==> src/rtl/clint_axi_nhart_if.sv <==
// clint_axi_nhart_if
// AXI4 subset bus (single-beat, no IDs) used to reach the core-local
// interruptor. The master modport is the interconnect side and the slave
// modport is the CLINT side.
//   aw*: write address  w*: write data  b*: write response
//   ar*: read address   r*: read data
interface clint_axi_nhart_if;
   logic [31:0] awaddr;
   logic        awvalid;
   logic        awready;
   logic [31:0] wdata;
   logic        wlast;
   logic        wvalid;
   logic        wready;
   logic [1:0]  bresp;
   logic        bvalid;
   logic        bready;
   logic [31:0] araddr;
   logic        arvalid;
   logic        arready;
   logic [31:0] rdata;
   logic [1:0]  rresp;
   logic        rlast;
   logic        rvalid;
   logic        rready;

   modport master (
      output awaddr, awvalid, input awready,
      output wdata, wlast, wvalid, input wready,
      input bresp, bvalid, output bready,
      output araddr, arvalid, input arready,
      input rdata, rresp, rlast, rvalid, output rready
   );

   modport slave (
      input awaddr, awvalid, output awready,
      input wdata, wlast, wvalid, output wready,
      output bresp, bvalid, input bready,
      input araddr, arvalid, output arready,
      output rdata, rresp, rlast, rvalid, input rready
   );
endinterface

==> src/rtl/clint_axi_nhart.sv <==
// clint_axi_nhart
// Core-local interruptor for NUM_HARTS harts behind an AXI4 slave port.
// Holds per-hart MSIP/SSIP software-interrupt bits, a 64-bit mtime advanced
// once every TIMEBASE_DIV clocks, and per-hart 64-bit mtimecmp comparators.
// Ports:
//   aclk, areset  clock and asynchronous active-high reset
//   bus           AXI4 slave (single beat; wlast ignored, rlast = rvalid)
//   ipi_m_o       machine software interrupt per hart (from MSIP bit 0)
//   ipi_s_o       supervisor software interrupt per hart (from SSIP bit 0)
//   timer_irq_o   registered mtime >= mtimecmp[h] per hart
module clint_axi_nhart #(
   parameter int unsigned NUM_HARTS    = 2,
   parameter logic [31:0] BASE_ADDR    = 32'h0200_0000,
   parameter int unsigned TIMEBASE_DIV = 1
) (
   input  logic                 aclk,
   input  logic                 areset,
   clint_axi_nhart_if.slave     bus,
   output logic [NUM_HARTS-1:0] ipi_m_o,
   output logic [NUM_HARTS-1:0] ipi_s_o,
   output logic [NUM_HARTS-1:0] timer_irq_o
);

   localparam logic [1:0] RESP_OKAY   = 2'b00;
   localparam logic [1:0] RESP_SLVERR = 2'b10;
   localparam logic [1:0] RESP_DECERR = 2'b11;

   typedef enum logic [1:0] {W_IDLE, W_COMMIT, W_RESP} wstate_t;
   typedef enum logic       {R_IDLE, R_DATA} rstate_t;
   typedef enum logic [2:0] {K_NONE, K_MSIP, K_SSIP, K_MTCMP, K_MTIME} kind_t;

   typedef struct packed {
      logic [1:0] resp;
      kind_t      kind;
      logic [4:0] hart;
      logic       hi;     // upper 32-bit half of a 64-bit register
   } dec_t;

   // Address decode shared by the read and write paths. Only the upper 16
   // bits are compared against the base since the block is 64 KiB aligned.
   function automatic dec_t decode(input logic [31:0] addr);
      dec_t d;
      d.resp = RESP_DECERR;
      d.kind = K_NONE;
      d.hart = 5'd0;
      d.hi   = 1'b0;
      if (addr[31:16] != BASE_ADDR[31:16]) begin
         d.resp = RESP_DECERR;
      end else if (addr[1:0] != 2'b00) begin
         d.resp = RESP_SLVERR;
      end else begin
         case (addr[15:14])
            2'b00: begin
               if ({20'd0, addr[13:2]} < NUM_HARTS) begin
                  d.resp = RESP_OKAY;
                  d.kind = K_MSIP;
                  d.hart = addr[6:2];
               end else begin
                  d.resp = RESP_DECERR;
               end
            end
            2'b01: begin
               if ({21'd0, addr[13:3]} < NUM_HARTS) begin
                  d.resp = RESP_OKAY;
                  d.kind = K_MTCMP;
                  d.hart = addr[7:3];
                  d.hi   = addr[2];
               end else begin
                  d.resp = RESP_DECERR;
               end
            end
            2'b10: begin
               // 0xBFF8 / 0xBFFC are the only live words in this quarter
               if (addr[13:3] == 11'h7FF) begin
                  d.resp = RESP_OKAY;
                  d.kind = K_MTIME;
                  d.hi   = addr[2];
               end else begin
                  d.resp = RESP_DECERR;
               end
            end
            default: begin
               if ({20'd0, addr[13:2]} < NUM_HARTS) begin
                  d.resp = RESP_OKAY;
                  d.kind = K_SSIP;
                  d.hart = addr[6:2];
               end else begin
                  d.resp = RESP_DECERR;
               end
            end
         endcase
      end
      return d;
   endfunction

   // register state
   logic [NUM_HARTS-1:0] msip_r;
   logic [NUM_HARTS-1:0] ssip_r;
   logic [63:0]          mtimecmp_r [NUM_HARTS];
   logic [63:0]          mtime_r;
   logic [31:0]          presc_r;
   logic [NUM_HARTS-1:0] timer_irq_r;
   logic                 tick_s;

   // write path
   wstate_t     w_state_r, w_state_nxt_s;
   logic        aw_held_r, aw_held_nxt_s;
   logic        w_held_r, w_held_nxt_s;
   logic        awready_r, wready_r;
   logic [31:0] waddr_r, wdata_r;
   logic        bvalid_r;
   logic [1:0]  bresp_r;
   dec_t        wdec_s;
   logic        wcommit_s;

   // read path
   rstate_t     r_state_r, r_state_nxt_s;
   logic        arready_r;
   logic        ar_hs_s;
   logic [31:0] rdata_r, rd_mux_s;
   logic [1:0]  rresp_r;
   logic        rvalid_r;
   dec_t        rdec_s;

   logic        unused_wlast_s;

   assign unused_wlast_s = bus.wlast;
   assign wdec_s    = decode(waddr_r);
   assign wcommit_s = (w_state_r == W_COMMIT) && (wdec_s.resp == RESP_OKAY);
   assign rdec_s    = decode(bus.araddr);
   assign ar_hs_s   = (r_state_r == R_IDLE) && bus.arvalid && arready_r;
   assign tick_s    = (presc_r == 32'(TIMEBASE_DIV - 1));

   assign bus.awready = awready_r;
   assign bus.wready  = wready_r;
   assign bus.bvalid  = bvalid_r;
   assign bus.bresp   = bresp_r;
   assign bus.arready = arready_r;
   assign bus.rvalid  = rvalid_r;
   assign bus.rlast   = rvalid_r;
   assign bus.rdata   = rdata_r;
   assign bus.rresp   = rresp_r;

   assign ipi_m_o     = msip_r;
   assign ipi_s_o     = ssip_r;
   assign timer_irq_o = timer_irq_r;

   // Write FSM next state: AW and W are latched independently in W_IDLE and
   // the commit starts only on the cycle after both are held.
   always_comb begin
      w_state_nxt_s = w_state_r;
      aw_held_nxt_s = aw_held_r;
      w_held_nxt_s  = w_held_r;
      case (w_state_r)
         W_IDLE: begin
            aw_held_nxt_s = aw_held_r | (bus.awvalid & awready_r);
            w_held_nxt_s  = w_held_r | (bus.wvalid & wready_r);
            if (aw_held_r && w_held_r) begin
               w_state_nxt_s = W_COMMIT;
            end else begin
               w_state_nxt_s = W_IDLE;
            end
         end
         W_COMMIT: begin
            w_state_nxt_s = W_RESP;
            aw_held_nxt_s = 1'b0;
            w_held_nxt_s  = 1'b0;
         end
         W_RESP: begin
            if (bus.bready) begin
               w_state_nxt_s = W_IDLE;
            end else begin
               w_state_nxt_s = W_RESP;
            end
         end
         default: begin
            w_state_nxt_s = W_IDLE;
            aw_held_nxt_s = 1'b0;
            w_held_nxt_s  = 1'b0;
         end
      endcase
   end

   // Write FSM state, channel capture, ready flags and the B channel.
   always_ff @(posedge aclk or posedge areset) begin
      if (areset) begin
         w_state_r <= W_IDLE;
         aw_held_r <= 1'b0;
         w_held_r  <= 1'b0;
         awready_r <= 1'b0;
         wready_r  <= 1'b0;
         waddr_r   <= 32'd0;
         wdata_r   <= 32'd0;
         bvalid_r  <= 1'b0;
         bresp_r   <= RESP_OKAY;
      end else begin
         w_state_r <= w_state_nxt_s;
         aw_held_r <= aw_held_nxt_s;
         w_held_r  <= w_held_nxt_s;
         awready_r <= (w_state_nxt_s == W_IDLE) && !aw_held_nxt_s;
         wready_r  <= (w_state_nxt_s == W_IDLE) && !w_held_nxt_s;
         if (bus.awvalid && awready_r) begin
            waddr_r <= bus.awaddr;
         end
         if (bus.wvalid && wready_r) begin
            wdata_r <= bus.wdata;
         end
         if (w_state_r == W_COMMIT) begin
            bvalid_r <= 1'b1;
            bresp_r  <= wdec_s.resp;
         end else if ((w_state_r == W_RESP) && bus.bready) begin
            bvalid_r <= 1'b0;
         end
      end
   end

   // Timebase, register file updates and registered timer compare.
   // An mtime write replaces the tick on the same edge; the prescaler keeps
   // running so the tick phase is not disturbed by software writes.
   always_ff @(posedge aclk or posedge areset) begin
      if (areset) begin
         msip_r      <= '0;
         ssip_r      <= '0;
         mtime_r     <= 64'd0;
         presc_r     <= 32'd0;
         timer_irq_r <= '0;
         for (int h = 0; h < NUM_HARTS; h++) begin
            mtimecmp_r[h] <= {64{1'b1}};
         end
      end else begin
         presc_r <= tick_s ? 32'd0 : presc_r + 32'd1;
         if (wcommit_s && (wdec_s.kind == K_MTIME)) begin
            if (wdec_s.hi) begin
               mtime_r[63:32] <= wdata_r;
            end else begin
               mtime_r[31:0] <= wdata_r;
            end
         end else if (tick_s) begin
            mtime_r <= mtime_r + 64'd1;
         end
         for (int h = 0; h < NUM_HARTS; h++) begin
            if (wcommit_s && (wdec_s.hart == 5'(h))) begin
               case (wdec_s.kind)
                  K_MSIP:  msip_r[h] <= wdata_r[0];
                  K_SSIP:  ssip_r[h] <= wdata_r[0];
                  K_MTCMP: begin
                     if (wdec_s.hi) begin
                        mtimecmp_r[h][63:32] <= wdata_r;
                     end else begin
                        mtimecmp_r[h][31:0] <= wdata_r;
                     end
                  end
                  default: ;
               endcase
            end
            timer_irq_r[h] <= (mtime_r >= mtimecmp_r[h]);
         end
      end
   end

   // Read data mux; unmapped and misaligned addresses read as zero.
   always_comb begin
      rd_mux_s = 32'd0;
      case (rdec_s.kind)
         K_MTIME: begin
            if (rdec_s.hi) begin
               rd_mux_s = mtime_r[63:32];
            end else begin
               rd_mux_s = mtime_r[31:0];
            end
         end
         K_MSIP, K_SSIP, K_MTCMP: begin
            for (int h = 0; h < NUM_HARTS; h++) begin
               if (rdec_s.hart == 5'(h)) begin
                  case (rdec_s.kind)
                     K_MSIP:  rd_mux_s = {31'd0, msip_r[h]};
                     K_SSIP:  rd_mux_s = {31'd0, ssip_r[h]};
                     default: rd_mux_s = rdec_s.hi ? mtimecmp_r[h][63:32]
                                                   : mtimecmp_r[h][31:0];
                  endcase
               end else begin
                  rd_mux_s = rd_mux_s;
               end
            end
         end
         default: rd_mux_s = 32'd0;
      endcase
   end

   // Read FSM next state.
   always_comb begin
      r_state_nxt_s = r_state_r;
      case (r_state_r)
         R_IDLE: begin
            if (ar_hs_s) begin
               r_state_nxt_s = R_DATA;
            end else begin
               r_state_nxt_s = R_IDLE;
            end
         end
         R_DATA: begin
            if (bus.rready) begin
               r_state_nxt_s = R_IDLE;
            end else begin
               r_state_nxt_s = R_DATA;
            end
         end
         default: r_state_nxt_s = R_IDLE;
      endcase
   end

   // Read FSM state and R channel; data is sampled from pre-edge register
   // state so a same-edge commit is not visible to this read.
   always_ff @(posedge aclk or posedge areset) begin
      if (areset) begin
         r_state_r <= R_IDLE;
         arready_r <= 1'b0;
         rdata_r   <= 32'd0;
         rresp_r   <= RESP_OKAY;
         rvalid_r  <= 1'b0;
      end else begin
         r_state_r <= r_state_nxt_s;
         arready_r <= (r_state_nxt_s == R_IDLE);
         if (ar_hs_s) begin
            rdata_r  <= rd_mux_s;
            rresp_r  <= rdec_s.resp;
            rvalid_r <= 1'b1;
         end else if ((r_state_r == R_DATA) && bus.rready) begin
            rvalid_r <= 1'b0;
         end
      end
   end

endmodule

==> src/flat_wrapper.sv <==
// flat-port wrapper written by rule: the top's interface ports become plain ports
module clint_axi_nhart_flat 
#(
   parameter int unsigned NUM_HARTS    = 2,
   parameter logic [31:0] BASE_ADDR    = 32'h0200_0000,
   parameter int unsigned TIMEBASE_DIV = 1
)
  (aclk, areset, ipi_m_o, ipi_s_o, timer_irq_o, bus_awaddr, bus_awvalid, bus_awready, bus_wdata, bus_wlast, bus_wvalid, bus_wready, bus_bresp, bus_bvalid, bus_bready, bus_araddr, bus_arvalid, bus_arready, bus_rdata, bus_rresp, bus_rlast, bus_rvalid, bus_rready);
  clint_axi_nhart_if bus_i ();
  input  logic aclk;
  input  logic areset;
  output logic [NUM_HARTS-1:0] ipi_m_o;
  output logic [NUM_HARTS-1:0] ipi_s_o;
  output logic [NUM_HARTS-1:0] timer_irq_o;
  input wire logic [$bits(bus_i.awaddr)-1:0] bus_awaddr;
  input wire logic [$bits(bus_i.awvalid)-1:0] bus_awvalid;
  output wire logic [$bits(bus_i.awready)-1:0] bus_awready;
  input wire logic [$bits(bus_i.wdata)-1:0] bus_wdata;
  input wire logic [$bits(bus_i.wlast)-1:0] bus_wlast;
  input wire logic [$bits(bus_i.wvalid)-1:0] bus_wvalid;
  output wire logic [$bits(bus_i.wready)-1:0] bus_wready;
  output wire logic [$bits(bus_i.bresp)-1:0] bus_bresp;
  output wire logic [$bits(bus_i.bvalid)-1:0] bus_bvalid;
  input wire logic [$bits(bus_i.bready)-1:0] bus_bready;
  input wire logic [$bits(bus_i.araddr)-1:0] bus_araddr;
  input wire logic [$bits(bus_i.arvalid)-1:0] bus_arvalid;
  output wire logic [$bits(bus_i.arready)-1:0] bus_arready;
  output wire logic [$bits(bus_i.rdata)-1:0] bus_rdata;
  output wire logic [$bits(bus_i.rresp)-1:0] bus_rresp;
  output wire logic [$bits(bus_i.rlast)-1:0] bus_rlast;
  output wire logic [$bits(bus_i.rvalid)-1:0] bus_rvalid;
  input wire logic [$bits(bus_i.rready)-1:0] bus_rready;
  assign bus_i.awaddr = bus_awaddr;
  assign bus_i.awvalid = bus_awvalid;
  assign bus_awready = bus_i.awready;
  assign bus_i.wdata = bus_wdata;
  assign bus_i.wlast = bus_wlast;
  assign bus_i.wvalid = bus_wvalid;
  assign bus_wready = bus_i.wready;
  assign bus_bresp = bus_i.bresp;
  assign bus_bvalid = bus_i.bvalid;
  assign bus_i.bready = bus_bready;
  assign bus_i.araddr = bus_araddr;
  assign bus_i.arvalid = bus_arvalid;
  assign bus_arready = bus_i.arready;
  assign bus_rdata = bus_i.rdata;
  assign bus_rresp = bus_i.rresp;
  assign bus_rlast = bus_i.rlast;
  assign bus_rvalid = bus_i.rvalid;
  assign bus_i.rready = bus_rready;
  clint_axi_nhart #(.NUM_HARTS(NUM_HARTS), .BASE_ADDR(BASE_ADDR), .TIMEBASE_DIV(TIMEBASE_DIV)) u_core (.aclk(aclk), .areset(areset), .bus(bus_i), .ipi_m_o(ipi_m_o), .ipi_s_o(ipi_s_o), .timer_irq_o(timer_irq_o));
endmodule
==> config.mk <==
export PLATFORM = sky130hd
export DESIGN_NAME = clint_axi_nhart_flat
export DESIGN_NICKNAME = d
export VERILOG_FILES = /design/src/rtl/clint_axi_nhart_if.sv /design/src/rtl/clint_axi_nhart.sv /design/src/flat_wrapper.sv
export SDC_FILE = /design/constraint.sdc
export NUM_CORES = 1
export LEC_CHECK = 0
export ABC_AREA = 1
export ABC_CLOCK_PERIOD_IN_PS = 14620
export CELL_PAD_IN_SITES_DETAIL_PLACEMENT = 1
export CELL_PAD_IN_SITES_GLOBAL_PLACEMENT = 2
export CORE_ASPECT_RATIO = 2
export CORE_MARGIN = 5
export CORE_UTILIZATION = 35
export DETAILED_ROUTE_END_ITERATION = 10
export MAX_ROUTING_LAYER = met4
export PLACE_DENSITY = 0.91
export SETUP_SLACK_MARGIN = 0.4
export SYNTH_ARGS = -nofsm -noshare
export SYNTH_HDL_FRONTEND = slang
export SYNTH_SLANG_ARGS = --single-unit
==> constraint.sdc <==
create_clock -name aclk -period 14.62 [get_ports aclk]
set_input_delay 3.655 -clock aclk [delete_from_list [all_inputs] [get_ports aclk]]
set_output_delay 3.655 -clock aclk [all_outputs]
set_load 0.05 [all_outputs]
# Word-level counts from Yosys, hierarchy flattened
# Index checks and enable logic that the tools add are counted.
# Widths: inputs -> output; s select.
# word_totals
in_bits,104
elab_cells,157
ff_bits,340
output_inout_bits,48
# classes
muxes,55
addsub,2
order_cmp,6
bitwise,7
eq_ne,22
reduce_logical,39
# op_table
op,count
$mux 32,8
$pmux 32 s2,3
$ge 64x64->1,2
$mux 64,2
$add 64x1->64 const B,1
$pmux 5 s3,4
$mux 9,4
$add 32x1->32 const B,1
$logic_not 32->1,1
$ne 16x10->1 const B,2
$lt 12x2->1 const B,2
$eq 11x11->1 const B,2
$lt 11x2->1 const B,2
$mux 2,11
$mux 8,2
$mux 7,2
$logic_and 1x1->1,13
$eq 3x2->1 const B,4
$mux 6,2
$reduce_and 2->1,6
$reduce_and 3->1,4
$eq 5x1->1 const B,2
$logic_not 2->1,5
$logic_not 5->1,2
other kinds (16),44

# Logic depth before layout (Yosys ltp)
# logic_depth
depth_word,10
ltp_mapped,17
ltp_nobuf,16

# Least setup slack after synthesis
# No wires, ideal clock.
# synth_timing
kind,in2reg
startpoint,input port bus_araddr[15]
endpoint,register u_core.rdata_r[19] (netlist: u_core.bus.rdata[19])
path_stages,11
path_buffers,2
t_required_ns,14.543
setup_slack_ns,9.375
setup_time_ns,0.077
t_arrival_ns,5.167
path_cell_list,inv_1 -> ha_1 -> nand3_1 -> nand2_1 -> nand3_2 -> clkbuf_1 -> clkbuf_1 -> nand2_1 -> o211ai_1 -> o211ai_1 -> a21oi_1
# synth_between
elab_chain_len,9
word_cells_on_any_way,23
classes_between,eq/ne (7); mux (13); reduce/logical (3)
# synth_rtl
element,line_no,text
start: declaration,flat_wrapper.sv:25,input wire logic [$bits(bus_i.araddr)-1:0] bus_araddr;
"$eq 2x2->1, or another cell as far along",clint_axi_nhart.sv:52,case (addr[15:14])
$pmux 5 s3 or $pmux 1 s2 (tied branches),clint_axi_nhart.sv:52,
$mux 9 *,clint_axi_nhart.sv:49,end else if (addr[1:0] != 2'b00) begin
$mux 9 *,clint_axi_nhart.sv:47,if (addr[31:16] != BASE_ADDR[31:16]) begin
"$eq 3x2->1, or another cell as far along","clint_axi_nhart.sv:264, clint_axi_nhart.sv:275",
$pmux 32 s2,clint_axi_nhart.sv:275,case (rdec_s.kind)
$mux 32 (2 in a row),clint_axi_nhart.sv:274,if (rdec_s.hart == 5'(h)) begin
$pmux 32 s2 *,clint_axi_nhart.sv:264,case (rdec_s.kind)
end signal: assignment,clint_axi_nhart.sv:325,rdata_r <= rd_mux_s;
end: declaration,clint_axi_nhart.sv:120,"logic [31:0] rdata_r, rd_mux_s;"
# Every way passes the cells marked *; elsewhere a longest branch is shown, timed or not.
# A chain may end at the register's enable or synchronous reset.

# Worst setup path in the final report
# layout_timing
startpoint,input port bus_araddr[19]
endpoint,register u_core.rdata_r[21] (netlist: u_core.bus.rdata[21])
# layout_between
elab_chain_len,7
word_cells_on_any_way,17
classes_between,eq/ne (6); mux (9); reduce/logical (2)
# layout_rtl
element,line_no
$ne 16x10->1 *,clint_axi_nhart.sv:47
$mux 9 *,clint_axi_nhart.sv:47
"$eq 3x2->1, or another cell as far along","clint_axi_nhart.sv:264, clint_axi_nhart.sv:275"
$pmux 32 s2,clint_axi_nhart.sv:275
$mux 32 (2 in a row),clint_axi_nhart.sv:274
$pmux 32 s2 *,clint_axi_nhart.sv:264
# Marks and branches as above.

==> reports/metrics.yaml <==
setup_viol: 0
seqPwrFrac_pct: 40.9
cts_sinks: 340
syn_area_per_cell_um2: 7.49
drive_above_1_share_pct: 9.31
clock_power_share_pct: 34.1
cp.required_ns: 15.08
cts_tree: "yes"
holdPathStages: 2
synthCells: 2847
vias_per_cell: 5.28
num_vias: 19800
dp_hpwl_mm: 60.5
final_cell_mix: "nand2_1 (665), nor2_1 (394), inv_1 (338)"
drt_first_iter_violations: 837
layout.cells.non_filler: 3754
syn-num-nets: 3090
layout_commonest_cell: "nand2_1"
r2r-end: "u_core.mtime_r[52]"
clock_tree.root_cell: "clkbuf_16"
synthArstFlopShare_pct: 100
rr_startpoint: "u_core.waddr_r[29]"
core_um2: 60700
final-hold-violation-count: 0
grt_usage_pct: 24.6
endpoint_kind: "register"
final_nets: 3191
wl_mm: 79.6
rrSetupSlack_ns: 10.05
p_sw_share_pct: 34.3
syn_area_um2: 21300
ys.flop_type: "dfrtp_1"
critPathKind: "input pin to register"
yosysWarnings: 0
gp_congestion: 0.955
switchingPower_mw: 1.00
initial_utilization_pct: 35.1
ys_ff_latch: 340
leakage_nw: 10.9
clk_pin_slew_ns: 0.06
post_dp_cell_area_um2: 23500
status: "finished, final reports clean"
synth_edf_count: 0
grt_max_degree: 135
wl_per_cell_um: 21.2
n_antenna_cell: 0
rsz0062_at_grt: "no"
drtPass1Iterations: 5
cts_setup_buffers: 0
finalCritPeriodShare_pct: 45.4
drc: 0
timing.setup.tns_ns: 0
numCtsBuffers: 36
fin_util_pct: 40.8
die-area_um2: 66200
maxCapViolCount: 0
finalInstanceArea_um2: 24800
postCtsHoldBufs: 0
crit_path_end: "u_core.bus.rdata[21]"
min_period_ns: 6.63
hp-start: "u_core.mtimecmp_r[62]"
combPwrFrac_pct: 25.0
row_count: 128
ios: 152
antenna_found_initial: 0
clockBufferDepth: 3
relSlewSlack_pct: 23.6
yosysUniqueCellTypes: 47
ant_nets: 0
dp.cells: 3690
worst-path-max-fanout: 97
clkLatencyLatePin_ns: 0.55
maxSlewViolCount: 0
area_growth_pct: 16.1
cts_resized: 0
seq_area_frac_synth_pct: 40.7
holdCritPathClass: "register to register"
fin_skew_ns: 0.0306
p_int_mw: 1.92
cellPowerDensity_nw_per_um2: 118
yosysTopAreaCellShare_pct: 24.9
die_h_um: 359
port_buffers: 150
start_kind: "input pin"
crit_start: "bus_araddr[19]"
max_freq_ghz: 0.151
grt_pass1_vias: 22100
r2r_cells: 16
grt_pass1_wl_mm: 124
yosys.area.top_type: "dfrtp_1"
gr-total-overflow: 0
tightest_slew_ns: 1.14
crit_arrival_ns: 7.09
cts_max_level: 2
synthTopCellsByArea: "dfrtp_1 (25%), dfstp_2 (16%), nand2_1 (12%)"
die_x_um: 185
peakVddDrop_uv: 182
==> worst max-delay path, cell delays in order <==
cell	delay, ns
clkdlybuf4s50_1	0.44
nor2_1	0.12
nand2_1	0.06
nor2_1	0.18
nand2_1	0.17
nor2_4	0.21
nand3_4	0.73
buf_4	0.69
o211ai_1	0.34
o211ai_1	0.16
a21oi_1	0.18
==> state kept, by name, indices dropped and copies added, names as in the netlist, 2 cells and up <==
name and cells:
u_core.wdata_r 32, u_core.ipi_m_o 2, u_core.w_state_r 2, u_core.presc_r 32, u_core.bus.rresp 2, u_core.bus.rdata 32, u_core.mtime_r 64, u_core.mtimecmp_r 128
u_core.waddr_r 32, u_core.ipi_s_o 2, u_core.timer_irq_o 2, u_core.bus.bresp 2
==> how the worst min path moves through the flow <==
| stage | to |
|---|---|
| floorplan | u_core.mtimecmp_r[125] |
| global placement | u_core.bus.rresp[0] |
| detailed placement | u_core.mtimecmp_r[62] |
| CTS | u_core.mtimecmp_r[62] |
| global route | u_core.mtimecmp_r[62] |
| finish | u_core.mtimecmp_r[62] |
==> power groups by stage <==
stage / combinational, mW / sequential (mW) / clock, mW
global placement: 0.718 / 1.20 / 0
finish: 0.731 / 1.20 / 0.997
CTS: 0.745 / 1.20 / 1.02
detailed placement: 0.739 / 1.21 / 0
floorplan: 0.289 / 1.36 / 0
global route: 0.797 / 1.21 / 1.05
==> cells by family after synthesis <==
family	after synthesis	share of synthesized area (%)
buffers and inverters	446	8.27
flip-flops	340	40.7
XOR/XNOR	67	2.75
adder cells (fa/ha/maj)	139	8.16
multiplexers	25	1.32
AO/OA/AOI/OAI	507	13.2
AND/OR/NAND/NOR	1323	25.6
==> synth_stat cells, types with 48 or more instances <==
cell type,n
nand3_1,120
ha_1,139
xor2_1,48
o211ai_1,69
dfstp_2,128
nand2_1,666
nor3_1,48
clkbuf_1,67
inv_1,340
a21oi_1,172
o21ai_0,222
nor2_1,394
dfrtp_1,212
==> final cells by class <==
class | instances | area (µm²)
fill | 7380 | 35900
multi-input combinational | 2061 | 10900
sequential | 340 | 8670
timing repair buffer | 166 | 1630
inverter | 343 | 1290
clock buffer | 51 | 1090
tap | 780 | 976
clock inverter | 13 | 168
==> through the flow <==
| step | worst slack, ns | hold slack (ns) | power, mW |
|---|---|---|---|
| CTS | 8.03 | 0.476 | 2.96 |
| finish | 7.99 | 0.477 | 2.92 |
| global route | 7.69 | 0.504 | 3.06 |
| global placement | 7.54 | 0.464 | 1.92 |
| floorplan | 1.75 | 0.455 | 1.65 |
| detailed placement | 7.45 | 0.466 | 1.95 |
==> metal layers <==
layer  part of all wire [%]  track usage (%)  wire (µm)
met5                      0                -          0
met4                    7.6             14.9       6020
met3                    2.4             2.39       1910
met2                     56             46.7      44500
met1                     34             23.2      27100
Note: power is estimated with default switching activity, not from simulation.
